## src/rtl/spi_pkg.sv

```systemverilog
// Shared definitions for the SPI serf: frame width, serf state encoding and
// the shift-in helper used by both the per-bit shift and the end-of-frame shift.
package spi_pkg;

    localparam int SPI_FRAME_W = 16;

    typedef enum logic [0:0] {
        IDLE  = 1'b0,
        SHIFT = 1'b1
    } serf_state_e;

    // Shift one bit into the LSB end of a frame-wide register (MSB leaves first).
    function automatic logic [SPI_FRAME_W-1:0] shift_in(
        input logic [SPI_FRAME_W-1:0] cur,
        input logic                   bit_in
    );
        return {cur[SPI_FRAME_W-2:0], bit_in};
    endfunction

endpackage

```

## src/rtl/spi_serf_if.sv

```systemverilog
// SPI bus bundle between a monarch and the serf. The master modport is the
// monarch side (drives select, clock and MOSI); the slave modport is the serf.
interface spi_serf_if;

    logic SS_n;
    logic SCLK;
    logic MOSI;
    logic MISO;

    modport master (
        output SS_n,
        output SCLK,
        output MOSI,
        input  MISO
    );

    modport slave (
        input  SS_n,
        input  SCLK,
        input  MOSI,
        output MISO
    );

endinterface

```

## src/rtl/spi_edge_sync.sv

```systemverilog
// Three-flop synchronizer for an asynchronous level. Stages one and two form
// the metastability guard; stage three is a delayed copy so that rising and
// falling edges of the synchronized level can be detected.
module spi_edge_sync
    import spi_pkg::*;
#(
    parameter logic RST_VAL = 1'b1
) (
    input  logic clk,
    input  logic rst_n,
    input  logic async_in,
    output logic level,
    output logic rise,
    output logic fall
);

    localparam int STAGES = 3;

    logic [STAGES-1:0] ff_reg;
    logic [STAGES-1:0] ff_next;

    // Each stage takes the previous one; stage zero takes the raw input.
    generate
        for (genvar gi = 0; gi < STAGES; gi++) begin : g_stage
            if (gi == 0) begin : g_first
                assign ff_next[gi] = async_in;
            end else begin : g_chain
                assign ff_next[gi] = ff_reg[gi-1];
            end
        end
    endgenerate

    // Advance the synchronizer chain; reset parks every stage at the idle level.
    always_ff @(posedge clk or negedge rst_n) begin
        if (!rst_n) begin
            ff_reg <= {STAGES{RST_VAL}};
        end else begin
            ff_reg <= ff_next;
        end
    end

    assign level = ff_reg[1];
    assign rise  = ff_reg[1] & ~ff_reg[2];
    assign fall  = ~ff_reg[1] & ff_reg[2];

endmodule

```

## src/rtl/spi_serf.sv

```systemverilog
// SPI serf: receives a 16-bit frame MSB first on MOSI (sampled on SCLK rise,
// shifted on SCLK fall) while returning the shift register on MISO.
// Optional build macro SPI_SERF_MISO_TRI_EN: MISO floats while the
// synchronized SS_n is high.
module spi_serf
    import spi_pkg::*;
(
    input  logic                   clk,
    input  logic                   rst_n,
    spi_serf_if.slave              bus,
    input  logic                   wrt,
    input  logic [SPI_FRAME_W-1:0] tx_data,
    output logic [SPI_FRAME_W-1:0] rx_data,
    output logic                   rdy,
    input  logic                   clr_rdy
);

    localparam logic [0:0] ST_IDLE  = IDLE;
    localparam logic [0:0] ST_SHIFT = SHIFT;

    logic ss_level, ss_rise, ss_fall;
    logic sclk_level, sclk_rise, sclk_fall;

    logic mosi_ff1_reg, mosi_ff2_reg;

    logic [0:0]             state_reg, state_next;
    logic [SPI_FRAME_W-1:0] shft_reg, shft_next;
    logic [SPI_FRAME_W-1:0] rx_data_reg, rx_data_next;
    logic                   rdy_reg, rdy_next;
    logic                   sample_reg, sample_next;
    logic                   seen_rise_reg, seen_rise_next;

    // Select and clock idle high, so their synchronizers reset to 1.
    spi_edge_sync #(.RST_VAL(1'b1)) u_ss_sync (
        .clk      (clk),
        .rst_n    (rst_n),
        .async_in (bus.SS_n),
        .level    (ss_level),
        .rise     (ss_rise),
        .fall     (ss_fall)
    );

    spi_edge_sync #(.RST_VAL(1'b1)) u_sclk_sync (
        .clk      (clk),
        .rst_n    (rst_n),
        .async_in (bus.SCLK),
        .level    (sclk_level),
        .rise     (sclk_rise),
        .fall     (sclk_fall)
    );

    // MOSI needs only the two-flop guard; its delay matches the SCLK edge detect.
    always_ff @(posedge clk or negedge rst_n) begin
        if (!rst_n) begin
            mosi_ff1_reg <= 1'b0;
            mosi_ff2_reg <= 1'b0;
        end else begin
            mosi_ff1_reg <= bus.MOSI;
            mosi_ff2_reg <= mosi_ff1_reg;
        end
    end

    // Next-state logic: frame start/end, bit sampling and shifting, rdy handling.
    always_comb begin
        state_next     = state_reg;
        shft_next      = shft_reg;
        rx_data_next   = rx_data_reg;
        rdy_next       = rdy_reg;
        sample_next    = sample_reg;
        seen_rise_next = seen_rise_reg;

        // Clears first so that a frame end later in this block overrides them.
        if (clr_rdy) begin
            rdy_next = 1'b0;
        end
        if (ss_fall) begin
            rdy_next       = 1'b0;
            seen_rise_next = 1'b0;
        end

        case (state_reg)
            ST_IDLE: begin
                if (wrt) begin
                    shft_next = tx_data;
                end
                if (ss_fall) begin
                    state_next = ST_SHIFT;
                end
            end
            ST_SHIFT: begin
                if (ss_rise) begin
                    // The last sampled bit has no trailing SCLK fall; push it here.
                    state_next   = ST_IDLE;
                    shft_next    = shift_in(shft_reg, sample_reg);
                    rx_data_next = shift_in(shft_reg, sample_reg);
                    rdy_next     = 1'b1;
                end else if (sclk_rise) begin
                    sample_next    = mosi_ff2_reg;
                    seen_rise_next = 1'b1;
                end else if (sclk_fall && seen_rise_reg) begin
                    // The leading fall after select has no sample yet and is skipped.
                    shft_next = shift_in(shft_reg, sample_reg);
                end
            end
            default: begin
                state_next = ST_IDLE;
            end
        endcase
    end

    // State and datapath registers.
    always_ff @(posedge clk or negedge rst_n) begin
        if (!rst_n) begin
            state_reg     <= ST_IDLE;
            shft_reg      <= '0;
            rx_data_reg   <= '0;
            rdy_reg       <= 1'b0;
            sample_reg    <= 1'b0;
            seen_rise_reg <= 1'b0;
        end else begin
            state_reg     <= state_next;
            shft_reg      <= shft_next;
            rx_data_reg   <= rx_data_next;
            rdy_reg       <= rdy_next;
            sample_reg    <= sample_next;
            seen_rise_reg <= seen_rise_next;
        end
    end

    assign rx_data = rx_data_reg;
    assign rdy     = rdy_reg;

`ifdef SPI_SERF_MISO_TRI_EN
    assign bus.MISO = ss_level ? 1'bz : shft_reg[SPI_FRAME_W-1];
    logic unused_sync_levels;
    assign unused_sync_levels = sclk_level;
`else
    assign bus.MISO = shft_reg[SPI_FRAME_W-1];
    logic unused_sync_levels;
    assign unused_sync_levels = &{1'b0, ss_level, sclk_level};
`endif

endmodule
```

## src/flat_wrapper.sv

```systemverilog
// flat-port wrapper written by rule: the top's interface ports become plain ports
module spi_serf_flat import spi_pkg::*;
  (clk, rst_n, wrt, tx_data, rx_data, rdy, clr_rdy, bus_SS_n, bus_SCLK, bus_MOSI, bus_MISO);
  spi_serf_if bus_i ();
  input  logic clk;
  input  logic rst_n;
  input  logic wrt;
  input  logic [SPI_FRAME_W-1:0] tx_data;
  output logic [SPI_FRAME_W-1:0] rx_data;
  output logic rdy;
  input  logic clr_rdy;
  input wire logic [$bits(bus_i.SS_n)-1:0] bus_SS_n;
  input wire logic [$bits(bus_i.SCLK)-1:0] bus_SCLK;
  input wire logic [$bits(bus_i.MOSI)-1:0] bus_MOSI;
  output wire logic [$bits(bus_i.MISO)-1:0] bus_MISO;
  assign bus_i.SS_n = bus_SS_n;
  assign bus_i.SCLK = bus_SCLK;
  assign bus_i.MOSI = bus_MOSI;
  assign bus_MISO = bus_i.MISO;
  spi_serf u_core (.clk(clk), .rst_n(rst_n), .bus(bus_i), .wrt(wrt), .tx_data(tx_data), .rx_data(rx_data), .rdy(rdy), .clr_rdy(clr_rdy));
endmodule
```

## config.mk

```make
export PLATFORM = sky130hd
export DESIGN_NAME = spi_serf_flat
export DESIGN_NICKNAME = d
export VERILOG_FILES = /design/src/rtl/spi_pkg.sv /design/src/rtl/spi_serf_if.sv /design/src/rtl/spi_edge_sync.sv /design/src/rtl/spi_serf.sv /design/src/flat_wrapper.sv
export SDC_FILE = /design/constraint.sdc
export NUM_CORES = 1
export LEC_CHECK = 0
export BUFFER_PORTS_ARGS = -buffer_cell sky130_fd_sc_hd__buf_2
export CORE_ASPECT_RATIO = 0.5
export CORE_MARGIN = 8
export CORE_UTILIZATION = 56
export CTS_BUF_LIST = sky130_fd_sc_hd__clkbuf_2 sky130_fd_sc_hd__clkbuf_4 sky130_fd_sc_hd__clkbuf_8
export DETAILED_ROUTE_END_ITERATION = 10
export HOLD_SLACK_MARGIN = 0.08
export PLACE_DENSITY = 0.86
export SETUP_SLACK_MARGIN = 0.4
export SYNTH_ARGS = -nofsm -noshare
export SYNTH_HDL_FRONTEND = slang
export SYNTH_HIERARCHICAL = 1
export SYNTH_SLANG_ARGS = --single-unit
```

## constraint.sdc

```tcl
create_clock -name clk -period 4.9 [get_ports clk]
set_input_delay 0 -clock clk [delete_from_list [all_inputs] [get_ports clk]]
set_output_delay 0 -clock clk [all_outputs]
set_load 0.01 [all_outputs]
```

==> metrics.md <==
| Metric | Value |
|---|---|
| Post-Syn Nets | 136 |
| Design area | 2360 um^2 |
| WL per Instance | 16.8 um |
| Worst Path Arrival | 2.34 ns |
| Crit. End Element | register |
| GRT overflow | 0 |
| Register area share after synthesis | between 50% and 60% |
| Tmin final | about 2.2 ns |
| Maximum vdd drop | 0.250 mV |
| Diode count | 0 |
| Worst path top cell family by delay | flip-flops |
| Buf/Inv on CP | 0 |
| Post-route clock period utilization | 44.3% |
| First-pass GRT wire length | 6.15 mm |
| Register clock-pin slew on the reported worst setup and hold paths | ~0.080 ns |
| Io pins | 41 |
| Layout Utilization | 71.1% |
| Vias per cell | 4.96 |
| Fin. max-slew vios | 0 |
| GP Congestion | 0.740 |
| Crit path cell chain | nor2_2 > a21oi_4 > mux2_2 |
| Maximum fanout along the worst path | 20 |
| Die footprint | 5600 um^2 |
| Max-Cap Viols | 0 |
| Clock Tree Buf Depth | 2 |
| Total GRT Usage | around 14% |
| DIE WIDTH | 98.1 um |
| Crit path kind | register to register |
| Die height | 57.0 um |
| Yosys cell types | 18 |
| Std cell rows | 15 |
| Leak | around 1.1 nW |
| GR peak layer | met2 |
| Hold crit path type | primary input to register |
| CTS H-tree lvls | 2 |
| Yosys reg bits | 44 |
| Commonest non-fill, non-tap cell in the layout | buf_2 |
| Dpl cells | 191 |
| CTS tree | built |
| Cell Area, Synth | 1890 um^2 |
| CTS Sinks | 44 |
| Largest net degree at the start of global routing | between 40 and 50 |
| Final hold vios | 0 |
| CORE AREA | 3320 um^2 |
| Worst hold slack | slightly above 0.09 ns |
| Slew HR | 36.9% |
| Grt met3 use | 6.18% |
| Via count | 1077 |
| Final setup vio count | 0 |
| Final antenna-violating net count | 0 |
| Max Fclk | roughly 460 MHz |
| Met1 Usage GRT | approximately 16% |
| Layout cells sized above 1 | between 60 and 70% |
| Met2 GRT Util | 22.8% |
| Number of setup buffers added after CTS | 0 |
| CTS Hold Bufs | 18 |
| Run status | completed |
| Pwr Density | around 530 nW/um^2 |
| Initial antenna violation count | 0 |
| Placed Area | 2090 um^2 |
| WL final | 3.66 mm |
| Vias in the first global route | about 1200 |
| Total of fill cells in the finished design | 222 |
| Post-CTS sizing | 0 |
| Startpoint Class | register |
| RSZ-0062 raised after global routing | false |
| DP HPWL | 2.50 mm |
| Root Driver | clkbuf_8 |
| First-pass detailed-route iteration total | 4 |
| Initial Util | 56.8% |
| CP required | 5.07 ns |
| Avg Synthesized Cell Area | 16.7 um^2 |
| NumNets Final | just under 200 |
| DRC viols | 0 |
| Clock Skew | 0.00836 ns |
| Initial drt markers | 39 |
| Area grow syn2layout | 25.1% |
| Fin Setup TNS | 0 ns |
| Worst path slowest cell | dfrtp_1 |
| Syn. warnings | 6 |
| Worst stage delay on the critical path | 0.96 ns |
| Finished Layout Cells | 217 |
| Worst slew pin tran | 0.946 ns |
| Clk Latency, worst-skew pair | about 0.29 ns |
| Total CTS buffers | 5 |
| Synthesized instance count | 113 |
| Port bufs | 40 |
| Most frequent cells in the layout | 40 x buf_2, 38 x dfrtp_1, 30 x mux2_2, 19 x mux2_4, 18 x dlygate4sd3_1 |
==> where the power goes <==
part	switching [mW]	internal (mW)	leakage [nW]
logic	0.151	0.264	0.555
registers	0.111	0.510	0.514
clock network	0.112	0.111	0.0491
==> synthesized netlist by cell type <==
library cell  count  share of area (%)
a21oi_4           1               0.86
and2b_2           2               0.93
buf_12            1                1.1
buf_2             1               0.26
buf_6             2                1.2
dfrtp_1          38                 50
dfstp_2           6                8.4
inv_1             2               0.40
mux2_2           30                 18
mux2_4           19                 15
nand2_1           2               0.40
nand2_2           1               0.33
nand3b_1          1               0.40
nor2_2            1               0.33
nor2b_1           2               0.66
nor2b_2           1               0.46
o21ai_0           2               0.53
o21bai_1          1               0.40
==> worst min-delay path, stage by stage <==
cell and delay [ns]:
buf_2 0.08, mux2_2 0.13, mux2_2 0.13
==> routing by layer <==
layer | routed length (um) | up-vias | share of wire [%]
met1 | 1630 | 540 | 45
met3 | 205 | 0 | 5.6
met2 | 1820 | 26 | 50
met4 | 0 | 0 | 0
met5 | 0 | - | 0
li1 | - | 511 | -
==> layout make-up <==
class / count / area (um^2) / share of cell area, %
well taps: 42 / 52.6 / 2.23
multi-input cells: 63 / 723 / 30.6
clock inverters: 1 / 5.00 / 0.212
inverters: 2 / 7.51 / 0.318
flip-flops and latches: 44 / 1110 / 47.0
repair buffers: 58 / 380 / 16.1
clock buffers: 7 / 83.8 / 3.55
==> metrics by stage <==
| stage | worst slack [ns] | power, mW |
|---|---|---|
| after detailed placement | 2.73 | 1.03 |
| after floorplan | 3.27 | 0.890 |
| after CTS | 2.72 | 1.27 |
| final | 2.73 | 1.26 |
| after global routing | 2.61 | 1.34 |
| after global placement | 2.80 | 1.00 |
==> final timing paths <==
check | start | endpoint | slack (ns) | cells after the start
setup / recovery | u_core/state_reg | u_core/shft_reg[9] | 2.73 | 3
hold / removal | tx_data[4] | u_core/shft_reg[4] | 0.09 | 3
setup reg to reg | u_core/state_reg | u_core/shft_reg[9] | 2.73 | 3
hold reg to reg | u_core/u_ss_sync/ff_reg[0] | u_core/u_ss_sync/ff_reg[1] | 0.36 | 0
max in group asynchronous | rst_n | u_core/mosi_ff2_reg | 3.91 | 2
min in group asynchronous | rst_n | u_core/shft_reg[2] | 0.39 | 2
==> cells by family after synthesis <==
kind of cell	count (synthesis)	share of synthesized area (%)
muxes	49	33.0
DFF	44	58.8
and+or+nand+nor	10	3.52
buffers and inverters	6	2.92
AOI/OAI and AO/OA	4	1.79
(Power assumes the default switching activity.)
